==> src/rtl/kmeans_pkg.sv <==
// kmeans_pkg: shared constants, FSM states and flattened-bus helpers for kmeans_iter_ctrl.
// Flattened buses are laid out as entry i = k*D+d, entry 0 in the least significant bits.
`ifndef KMEANS_PKG_SV
`define KMEANS_PKG_SV

`define KM_SLICE(bus, i, w) bus[(i)*(w) +: (w)]

package kmeans_pkg;
  localparam int K        = 2;
  localparam int D        = 3;
  localparam int NC       = K * D;
  localparam int PIPE_LAT = 5;

  typedef enum logic [2:0] {
    ST_IDLE,
    ST_STREAM,
    ST_DRAIN,
    ST_UPDATE,
    ST_CHECK,
    ST_FIN
  } state_e;
endpackage

`endif

==> src/rtl/kmeans_iter_ctrl_div.sv <==
// kmeans_div_seq: unsigned restoring divider, one quotient bit per cycle, start/busy/done handshake.
// The divisor must be non-zero; only the low quotient_width quotient bits are exported.
module kmeans_div_seq #(
  parameter int dividend_width = 27,
  parameter int divisor_width  = 11,
  parameter int quotient_width = 16
) (
  input  logic                      clk,
  input  logic                      rst,
  input  logic                      start,
  input  logic [dividend_width-1:0] dividend,
  input  logic [divisor_width-1:0]  divisor,
  output logic                      busy,
  output logic                      done,
  output logic [quotient_width-1:0] quotient
);
  localparam int CNTW = $clog2(dividend_width + 1);

  logic                      busy_q, busy_d, done_q, done_d;
  logic [CNTW-1:0]           cnt_q, cnt_d;
  logic [divisor_width-1:0]  rem_q, rem_d, dvs_q, dvs_d;
  logic [dividend_width-1:0] quo_q, quo_d;
  logic [divisor_width:0]    shifted, diff;

  // The remainder stays below the divisor, so one extra bit is enough for the trial subtract.
  assign shifted = {rem_q, quo_q[dividend_width-1]};
  assign diff    = shifted - {1'b0, dvs_q};

  always_comb begin
    busy_d = busy_q;
    done_d = 1'b0;
    cnt_d  = cnt_q;
    rem_d  = rem_q;
    quo_d  = quo_q;
    dvs_d  = dvs_q;
    if (!busy_q) begin
      if (start) begin
        busy_d = 1'b1;
        cnt_d  = CNTW'(dividend_width);
        rem_d  = '0;
        quo_d  = dividend;
        dvs_d  = divisor;
      end
    end else begin
      if (!diff[divisor_width]) begin
        rem_d = diff[divisor_width-1:0];
        quo_d = {quo_q[dividend_width-2:0], 1'b1};
      end else begin
        rem_d = shifted[divisor_width-1:0];
        quo_d = {quo_q[dividend_width-2:0], 1'b0};
      end
      cnt_d = cnt_q - 1'b1;
      if (cnt_q == CNTW'(1)) begin
        busy_d = 1'b0;
        done_d = 1'b1;
      end
    end
  end

  always_ff @(posedge clk or posedge rst) begin
    if (rst) begin
      busy_q <= 1'b0;
      done_q <= 1'b0;
      cnt_q  <= '0;
      rem_q  <= '0;
      quo_q  <= '0;
      dvs_q  <= '0;
    end else begin
      busy_q <= busy_d;
      done_q <= done_d;
      cnt_q  <= cnt_d;
      rem_q  <= rem_d;
      quo_q  <= quo_d;
      dvs_q  <= dvs_d;
    end
  end

  assign busy     = busy_q;
  assign done     = done_q;
  assign quotient = quo_q[quotient_width-1:0];
endmodule

==> src/rtl/kmeans_iter_ctrl.sv <==
// kmeans_iter_ctrl: K=2, D=3 k-means sequencer streaming a point memory through kmeans_pipeline_k2_d3.
// Define KMEANS_CTRL_CONVERGE_EN to end a run early once a pass leaves every centroid unchanged.
module kmeans_iter_ctrl
  import kmeans_pkg::*;
#(
  parameter int input_data_width = 16,
  parameter int addr_width       = 10,
  parameter int iter_width       = 8,
  parameter int pipe_latency     = PIPE_LAT
) (
  input  logic                          clk,
  input  logic                          rst,
  input  logic                          start,
  input  logic [addr_width:0]           n_points,
  input  logic [iter_width-1:0]         max_iter,
  input  logic                          cfg_we,
  input  logic [2:0]                    cfg_idx,
  input  logic [input_data_width-1:0]   cfg_data,
  output logic                          mem_rd_en,
  output logic [addr_width-1:0]         mem_rd_addr,
  input  logic [3*input_data_width-1:0] mem_rd_data,
  output logic [6*input_data_width-1:0] pipe_centroids,
  output logic [3*input_data_width-1:0] pipe_data,
  input  logic                          pipe_sel,
  input  logic [3*input_data_width-1:0] pipe_out_data,
  output logic                          busy,
  output logic                          done,
  output logic [iter_width-1:0]         iter_count
);
  localparam int W  = input_data_width;
  localparam int AW = addr_width;
  localparam int IW = iter_width;
  localparam int SW = W + AW + 1;
  localparam int CW = AW + 1;
`ifdef KMEANS_CTRL_CONVERGE_EN
  localparam bit CONVERGE_EN = 1'b1;
`else
  localparam bit CONVERGE_EN = 1'b0;
`endif

  state_e                 state_q, state_d;
  logic                   busy_q, busy_d, done_q, done_d, rd_en_q, rd_en_d;
  logic                   div_pend_q, div_pend_d, changed_q, changed_d;
  logic [AW:0]            rd_cnt_q, rd_cnt_d, n_q, n_d;
  logic [AW-1:0]          rd_addr_q, rd_addr_d;
  logic [IW-1:0]          iter_q, iter_d, maxi_q, maxi_d, iter_inc;
  logic [pipe_latency:0]  vld_q, vld_d;
  logic [2:0]             upd_idx_q, upd_idx_d;
  logic [NC-1:0][W-1:0]   cent_q, cent_d;
  logic [NC-1:0][SW-1:0]  sum_q, sum_d;
  logic [K-1:0][CW-1:0]   cnt_q, cnt_d;
  logic                   upd_k, adv, div_start, div_busy, div_done, conv_stop;
  logic [W-1:0]           div_quo;

  assign upd_k     = (upd_idx_q >= 3'(D));
  assign iter_inc  = iter_q + 1'b1;
  assign conv_stop = CONVERGE_EN && !changed_q;

  kmeans_div_seq #(
    .dividend_width(SW),
    .divisor_width (CW),
    .quotient_width(W)
  ) u_div (
    .clk     (clk),
    .rst     (rst),
    .start   (div_start),
    .dividend(sum_q[upd_idx_q]),
    .divisor (cnt_q[upd_k]),
    .busy    (div_busy),
    .done    (div_done),
    .quotient(div_quo)
  );

  always_comb begin
    state_d    = state_q;
    busy_d     = busy_q;
    done_d     = 1'b0;
    rd_en_d    = 1'b0;
    rd_cnt_d   = rd_cnt_q;
    rd_addr_d  = rd_addr_q;
    n_d        = n_q;
    iter_d     = iter_q;
    maxi_d     = maxi_q;
    upd_idx_d  = upd_idx_q;
    div_pend_d = div_pend_q;
    changed_d  = changed_q;
    cent_d     = cent_q;
    sum_d      = sum_q;
    cnt_d      = cnt_q;
    div_start  = 1'b0;
    adv        = 1'b0;
    // vld_q[0] marks a cycle where mem_rd_data holds a sample; vld_q[pipe_latency] its pipeline result.
    vld_d      = {vld_q[pipe_latency-1:0], rd_en_q};

    if (vld_q[pipe_latency]) begin
      cnt_d[pipe_sel] = cnt_q[pipe_sel] + 1'b1;
      for (int d = 0; d < D; d++) begin
        sum_d[int'(pipe_sel)*D + d] = sum_q[int'(pipe_sel)*D + d] + SW'(`KM_SLICE(pipe_out_data, d, W));
      end
    end

    case (state_q)
      ST_IDLE: begin
        if (cfg_we && (cfg_idx < 3'(NC))) cent_d[cfg_idx] = cfg_data;
        if (start) begin
          iter_d = '0;
          n_d    = n_points;
          maxi_d = max_iter;
          if (max_iter == '0) begin
            done_d  = 1'b1;
            state_d = ST_FIN;
          end else begin
            busy_d    = 1'b1;
            sum_d     = '0;
            cnt_d     = '0;
            rd_cnt_d  = '0;
            changed_d = 1'b0;
            state_d   = ST_STREAM;
          end
        end
      end
      ST_STREAM: begin
        if (rd_cnt_q < n_q) begin
          rd_en_d   = 1'b1;
          rd_addr_d = rd_cnt_q[AW-1:0];
          rd_cnt_d  = rd_cnt_q + 1'b1;
        end else begin
          state_d = ST_DRAIN;
        end
      end
      ST_DRAIN: begin
        if ((vld_q == '0) && !rd_en_q) begin
          upd_idx_d  = '0;
          div_pend_d = 1'b0;
          state_d    = ST_UPDATE;
        end
      end
      ST_UPDATE: begin
        if (!div_pend_q) begin
          if (cnt_q[upd_k] == '0) begin
            adv = 1'b1;
          end else if (!div_busy) begin
            div_start  = 1'b1;
            div_pend_d = 1'b1;
          end
        end else if (div_done) begin
          cent_d[upd_idx_q] = div_quo;
          if (div_quo != cent_q[upd_idx_q]) changed_d = 1'b1;
          div_pend_d = 1'b0;
          adv        = 1'b1;
        end
        if (adv) begin
          if (upd_idx_q == 3'(NC - 1)) state_d = ST_CHECK;
          else upd_idx_d = upd_idx_q + 1'b1;
        end
      end
      ST_CHECK: begin
        iter_d = iter_inc;
        if ((iter_inc == maxi_q) || conv_stop) begin
          busy_d  = 1'b0;
          done_d  = 1'b1;
          state_d = ST_FIN;
        end else begin
          sum_d     = '0;
          cnt_d     = '0;
          rd_cnt_d  = '0;
          changed_d = 1'b0;
          state_d   = ST_STREAM;
        end
      end
      ST_FIN:  state_d = ST_IDLE;
      default: state_d = ST_IDLE;
    endcase
  end

  // NOTE: centroids and accumulators are plain flops, not RAM, so reset clears them like any other state.
  always_ff @(posedge clk or posedge rst) begin
    if (rst) begin
      state_q    <= ST_IDLE;
      busy_q     <= 1'b0;
      done_q     <= 1'b0;
      rd_en_q    <= 1'b0;
      rd_cnt_q   <= '0;
      rd_addr_q  <= '0;
      n_q        <= '0;
      iter_q     <= '0;
      maxi_q     <= '0;
      vld_q      <= '0;
      upd_idx_q  <= '0;
      div_pend_q <= 1'b0;
      changed_q  <= 1'b0;
      cent_q     <= '0;
      sum_q      <= '0;
      cnt_q      <= '0;
    end else begin
      state_q    <= state_d;
      busy_q     <= busy_d;
      done_q     <= done_d;
      rd_en_q    <= rd_en_d;
      rd_cnt_q   <= rd_cnt_d;
      rd_addr_q  <= rd_addr_d;
      n_q        <= n_d;
      iter_q     <= iter_d;
      maxi_q     <= maxi_d;
      vld_q      <= vld_d;
      upd_idx_q  <= upd_idx_d;
      div_pend_q <= div_pend_d;
      changed_q  <= changed_d;
      cent_q     <= cent_d;
      sum_q      <= sum_d;
      cnt_q      <= cnt_d;
    end
  end

  assign mem_rd_en      = rd_en_q;
  assign mem_rd_addr    = rd_addr_q;
  assign pipe_centroids = cent_q;
  assign pipe_data      = vld_q[0] ? mem_rd_data : '0;
  assign busy           = busy_q;
  assign done           = done_q;
  assign iter_count     = iter_q;
endmodule

==> config.mk <==
export PLATFORM = sky130hd
export DESIGN_NAME = kmeans_iter_ctrl
export DESIGN_NICKNAME = d
export VERILOG_FILES = /design/src/rtl/kmeans_pkg.sv /design/src/rtl/kmeans_iter_ctrl_div.sv /design/src/rtl/kmeans_iter_ctrl.sv
export SDC_FILE = /design/constraint.sdc
export NUM_CORES = 1
export LEC_CHECK = 0
export CORE_UTILIZATION = 51
export CTS_CLUSTER_SIZE = 30
export DETAILED_ROUTE_END_ITERATION = 10
export GPL_TIMING_DRIVEN = 0
export PLACE_DENSITY = 0.84
export SETUP_SLACK_MARGIN = 0.2
export SYNTH_ARGS = -nofsm -noshare
export SYNTH_HDL_FRONTEND = slang
export SYNTH_HIERARCHICAL = 1
export SYNTH_SLANG_ARGS = --single-unit
==> constraint.sdc <==
create_clock -name clk -period 16.2 [get_ports clk]
set_clock_uncertainty 0.2 [all_clocks]
set_input_delay 2.43 -clock clk [delete_from_list [all_inputs] [get_ports clk]]
set_output_delay 2.43 -clock clk [all_outputs]
set_load 0.03 [all_outputs]
### Word-level counts from Yosys, hierarchy flattened

Cells that the tools add are included.
W data, S select, Z words.

| storage, ports and cells | value |
|---|---|
| bits in registers | 400 |
| input port bits | 139 |
| output and inout port bits | 165 |

| operators by class | value |
|---|---|
| add/subtract/negate cells | 11 |
| $mul | 1 |
| order comparisons | 16 |
| equal/unequal tests | 20 |
| multiplexer cells | 102 |
| bitwise logic cells | 1 |
| reduce and logical (&&, ||, !) cells | 28 |

Operators by type and width:

| kind | count |
|---|---|
| $mux W162 | 4 |
| $bwmux W162 | 3 |
| $bmux W27 S3 | 4 |
| $mux W27 | 12 |
| $pmux W162 S2 | 1 |
| $mux W96 | 3 |
| $demux W27 S3 | 3 |
| $bwmux W96 | 2 |
| $pmux W96 S2 | 1 |
| $mux W11 | 12 |
| $demux W16 S3 | 2 |
| $mux W22 | 4 |
| $add A27 B16 Y27 | 3 |
| $ge A32 B1 Y1 const B | 2 |
| $lt A32 B5 Y1 const B | 2 |
| $mux W48 | 1 |
| $pmux W22 S2 | 1 |
| $pmux W11 S3 | 1 |
| $add A32 B2 Y32 const B | 1 |
| $mux W16 | 2 |
| $mux W3 | 10 |
| $mux W1 | 25 |
| $ne A2 B2 Y1 const B | 12 |
| $add A11 B1 Y11 const B | 2 |
| 41 further kinds | 66 |

### Depth between registers and ports, before layout

| logic depth | value |
|---|---|
| depth in word-level cells | 12 |
| gate-level depth with buffers | 16 |
| mapped depth without buffers | 11 |

### Cells and area by module

Netlist, hierarchy kept.

Modules (own cells, without submodules):

| module | instances | cells an instance | area each (um2) |
|---|---|---|---|
| kmeans_iter_ctrl | 1 | 2318 | 20604.8 |
| kmeans_div_seq | 1 | 340 | 3254.4 |

### Worst setup path after synthesis

No wires, ideal clock.

| timing | value |
|---|---|
| path type | in2reg |
| start point | input pipe_sel |
| end point | register sum_q[78] (netlist bit) |
| setup time | 0.073 ns |
| arrival | 6.414 ns |
| data required time | 15.927 ns |
| setup slack | 9.513 ns |
| stages | 15 |
| buffers on the path | 4 |
| cells stage by stage | buf_1 -> buf_1 -> clkbuf_1 -> buf_1 -> mux2_2 -> ha_1 -> inv_1 -> fa_1 -> and2b_1 -> o2111ai_1 -> and3_4 -> or4_4 -> a21o_4 -> or4_4 -> a21oi_2 |

RTL lines:

| element | line | text |
|---|---|---|
| start, declared | kmeans_iter_ctrl.sv:24 | `input logic pipe_sel,` |
| end signal, assigned | kmeans_iter_ctrl.sv:210 | `sum_q <= sum_d;` |
| end, declared | kmeans_iter_ctrl.sv:50 | `logic [NC-1:0][SW-1:0] sum_q, sum_d;` |

==> flow_summary.ini <==
[outcome]
run_status = finished, final reports clean

[setup_path]
top_fanout_value_on_the_critical_path = 10
critical_path.top_delay_family = buffers and inverters
worst_path_largest_cell_delay_ns = 0.69
worst_setup_path_end_kind = register
crit_arrival_ns = 8.77
worst_path_cell_with_the_longest_stage_delay = buf_1
required_ns = 16.52
setup.worst_path.class = in -> reg
cp_num_buf_inv = 6
crit_chain = clkdlybuf4s50_1 -> buf_2 -> buf_1 -> clkbuf_1 -> buf_2 -> buf_1 -> mux2_2 -> ha_1 -> and3_1 -> and2_1 -> o211ai_1 -> a311oi_2 -> o21ai_0 -> or4_1 -> a21oi_1
start_kind = primary input

[logic_synthesis]
yosysWarnings = 6
synth_simple_gate_area_share_pct = 17.6
synth_compound_gate_area_share_pct = 21.0
main_combinational_cell_family_by_area_after_synthesis = compound AO/OA/AOI/OAI gates
syn_area_per_cell_um2 = 8.98
synthCells = 2658
ys_dominant_reg_cell = dfrtp_1
synth-edff-count = 0
synth_area_um2 = 23900
xor_xnor_share_of_the_synthesized_area_pct = 4.37
postSynth.asyncResetShare_pct = 100
post_synthesis_sequential_element_count = 400
multiplexer_area_fraction_after_synthesis_pct = 6.12
ys_seq_area_share_pct = 42.0
synthesized_net_count = 2878
synth_cell_types = 84
yosys.area_share.adder_pct = 4.37

[timing]
number_of_max_slew_violations_in_the_final_report = 0
max_slew.worst_pin.slew_ns = 1.34
hold_ws_ns = 0.182
final_setup_tns_ns = 0
max_freq_mhz = 118
timing.max_slew.rel_slack_pct = 10.1
setup_slack_ns = 7.75
rsz0062_at_grt = false
fin_crit_share_pct = 52.2
period_needed_ns = 8.45
endpoints_failing_setup = 0
timing.final.hold_violations = 0

[routing]
drt-vias-per-instance = 6.56
vias = 23815
first_pass_detailed_route_iteration_total = 8
avgRoutedWirePerCell_um = 24.3
postRouteAntennaNets = 0
initialDrtViolationCount = 3397
route.final.wire_length_um = 88300
detail_route.drc_violations = 0

[global_routing]
global_route.usage.total_pct = 36.5
grt_overflow_total = 0
grt_pass1_vias = 22986
grt_pass1_wl_um = 134000
grt_start_max_net_pins = 137
antenna_violations_before_repair = 1

[pwr]
total_switching_power_mw = 2.53
clockPowerShare_pct = 18.1
netSwitchingFraction_pct = 46.5
cellInternalPower_mw = 2.91
power.static_leakage_nw = 12.1
power.sequential.fraction_pct = 30.3
totalPowerFinal_mw = 5.45
share_comb_of_total_power_pct = 51.7
powerDensity_nw_per_um2 = 187
vdd_ir_drop_max_mv = 0.138

[clock_tree]
clkLatencyLatePin_ns = 0.60
ctsRootBufferMaster = clkbuf_16
cts.htree.levels = 2
post-cts-setup-buffers = 0
cts_made_buffers = 42
clk_pin_slew_ns = 0.06
post_cts_hold_buffer_count = 0
tritoncts = done
post_cts.resized_instances = 0
cts_buffer_depth = 3
cts.sink_count = 400

[final_layout]
fill_cells = 3703
multi_input_area_um2 = 12800
synthToLayoutAreaGrowth_pct = 21.8
layout.core_utilization_pct = 63.5
fraction_of_final_layout_cells_with_drive_strength_greater_than_1_pct = 7.62
design.final.nets = 3226
register_area_um2 = 10000

[placement]
detailedPlace.worstSlack_ns = 7.37
io_buffer_count = 301
gp_congestion = 1.01
dp_hpwl_um = 64800

[floorplanning]
floorplan.io_pins = 304
die_extent_in_x_um = 218
start_util_pct = 52.1
die-height_um = 218
placeableCoreArea_um2 = 45800
fp-row-count = 78
design.die.area_um2 = 47700

[min_path]
timing.hold.worst.class = reg -> reg

[run]
timing.max_cap.violations = 0
## state kept, by name, summed over array words and instances (netlist names), 3 cells and up
register        cells
state_q             3
n_q                11
u_div/quo_q        27
pipe_centroids     96
u_div/dvs_q        11
upd_idx_q           3
rd_cnt_q           11
vld_q               6
u_div/cnt_q         5
cnt_q              22
u_div/rem_q        11
maxi_q              8
mem_rd_addr        10
iter_count          8
sum_q             162
## Yosys cell counts (5+ instances only)
library cell	number	area share [%]
buf_4	17	0.53
nand3b_1	7	0.22
and4_1	5	0.18
o22ai_1	13	0.34
a31oi_1	26	0.68
a21boi_0	5	0.16
a21o_1	22	0.69
xnor2_1	43	1.6
nor2_1	275	4.3
clkbuf_1	134	2.1
or4_1	13	0.41
dfrtp_1	400	42
and2_0	13	0.34
o211ai_1	19	0.60
inv_1	56	0.88
and3_1	16	0.42
xor2_1	76	2.8
nor3_1	24	0.50
nor3b_1	18	0.57
nand3_1	88	1.8
a211oi_1	24	0.76
nand4_1	12	0.31
and2_1	56	1.5
o21ai_1	20	0.42
nor2b_1	15	0.39
mux2_2	87	4.1
o21bai_1	12	0.38
buf_2	24	0.50
o2111ai_1	9	0.33
ha_1	77	4.0
o21a_1	19	0.60
or2_2	7	0.18
nor4_1	21	0.55
mux2i_1	48	2.0
or3_1	18	0.47
buf_1	27	0.42
o31ai_1	12	0.38
a22oi_1	97	3.1
a32oi_1	82	3.0
a21oi_1	240	5.0
nand2_1	285	4.5
a311o_1	8	0.34
o21ai_0	108	2.3
nand2b_1	10	0.26
## power groups by stage
stage / clock [mW] / sequential, mW / combinational (mW)
after global placement: 0 / 1.62 / 2.62
after detailed placement: 0 / 1.64 / 2.71
after global routing: 1.03 / 1.67 / 2.98
after floorplan: 0 / 1.77 / 1.53
after CTS: 0.980 / 1.63 / 2.73
final: 0.985 / 1.65 / 2.82
## layout by cell type, fill, tap and decap left out, types with 15 or more instances in the layout
cell type / netlist / routed
a211oi_1: 24 / 24
a21o_1: 22 / 22
a21oi_1: 240 / 240
a22oi_1: 97 / 97
a31oi_1: 26 / 26
a32oi_1: 82 / 82
and2_1: 56 / 56
and3_1: 16 / 16
buf_1: 27 / 27
buf_2: 24 / 24
buf_4: 17 / 17
clkbuf_1: 134 / 141
clkbuf_16: 0 / 43
clkdlybuf4s50_1: 0 / 301
dfrtp_1: 400 / 400
ha_1: 77 / 77
inv_1: 56 / 54
mux2_2: 87 / 87
mux2i_1: 48 / 48
nand2_1: 285 / 285
nand3_1: 88 / 88
nor2_1: 275 / 275
nor2b_1: 15 / 15
nor3_1: 24 / 23
nor3b_1: 18 / 18
nor4_1: 21 / 21
o211ai_1: 19 / 19
o21a_1: 19 / 19
o21ai_0: 108 / 108
o21ai_1: 20 / 20
or3_1: 18 / 18
xnor2_1: 43 / 43
xor2_1: 76 / 76
## routing by layer
metal	GRT usage (%)	vias up	share of wire, %
met1	48.8	11565	39
li1	-	10267	-
met4	15.2	4	4.6
met5	0	-	0.080
met2	56.2	1662	45
met3	9.19	317	11
## path summary, 6_finish.rpt
| path | startpoint | to | slack, ns | cells after the start |
|---|---|---|---|---|
| min in group asynchronous | rst | u_div/done | 2.27 | 2 |
| max reg2reg | iter_count[0] | sum_q[41] | 11.90 | 9 |
| max in group asynchronous | rst | sum_q[68] | 12.29 | 3 |
| min reg2reg | vld_q[3] | vld_q[4] | 0.18 | 0 |
| min | vld_q[3] | vld_q[4] | 0.18 | 0 |
| max | pipe_sel | sum_q[106] | 7.75 | 15 |
## layout make-up
type,count,area share (%)
multi-input cells,1997,43.9
flip-flops and latches,400,34.4
repair buffers,304,10.6
clock buffers,57,4.12
plain buffers,205,3.03
well taps,600,2.58
inverters,56,0.749
clock inverters,12,0.542
diodes,1,0.00861
## stage by stage
step / cells / area [µm²]
after floorplan: 2658 / 23900
after CTS: 3631 / 29100
after global routing: 3631 / 29100
after global placement: 3559 / 27600
after detailed placement: 3562 / 27700
final: 3632 / 29100
## cells by family after synthesis
group / count (synthesis)
AND/OR/NAND/NOR: 900
AO/OA/AOI/OAI: 762
flip-flops: 400
buffers and inverters: 261
multiplexers: 135
XOR/XNOR: 119
adder cells (fa/ha/maj): 81
Note: power is estimated with default switching activity, not from simulation.
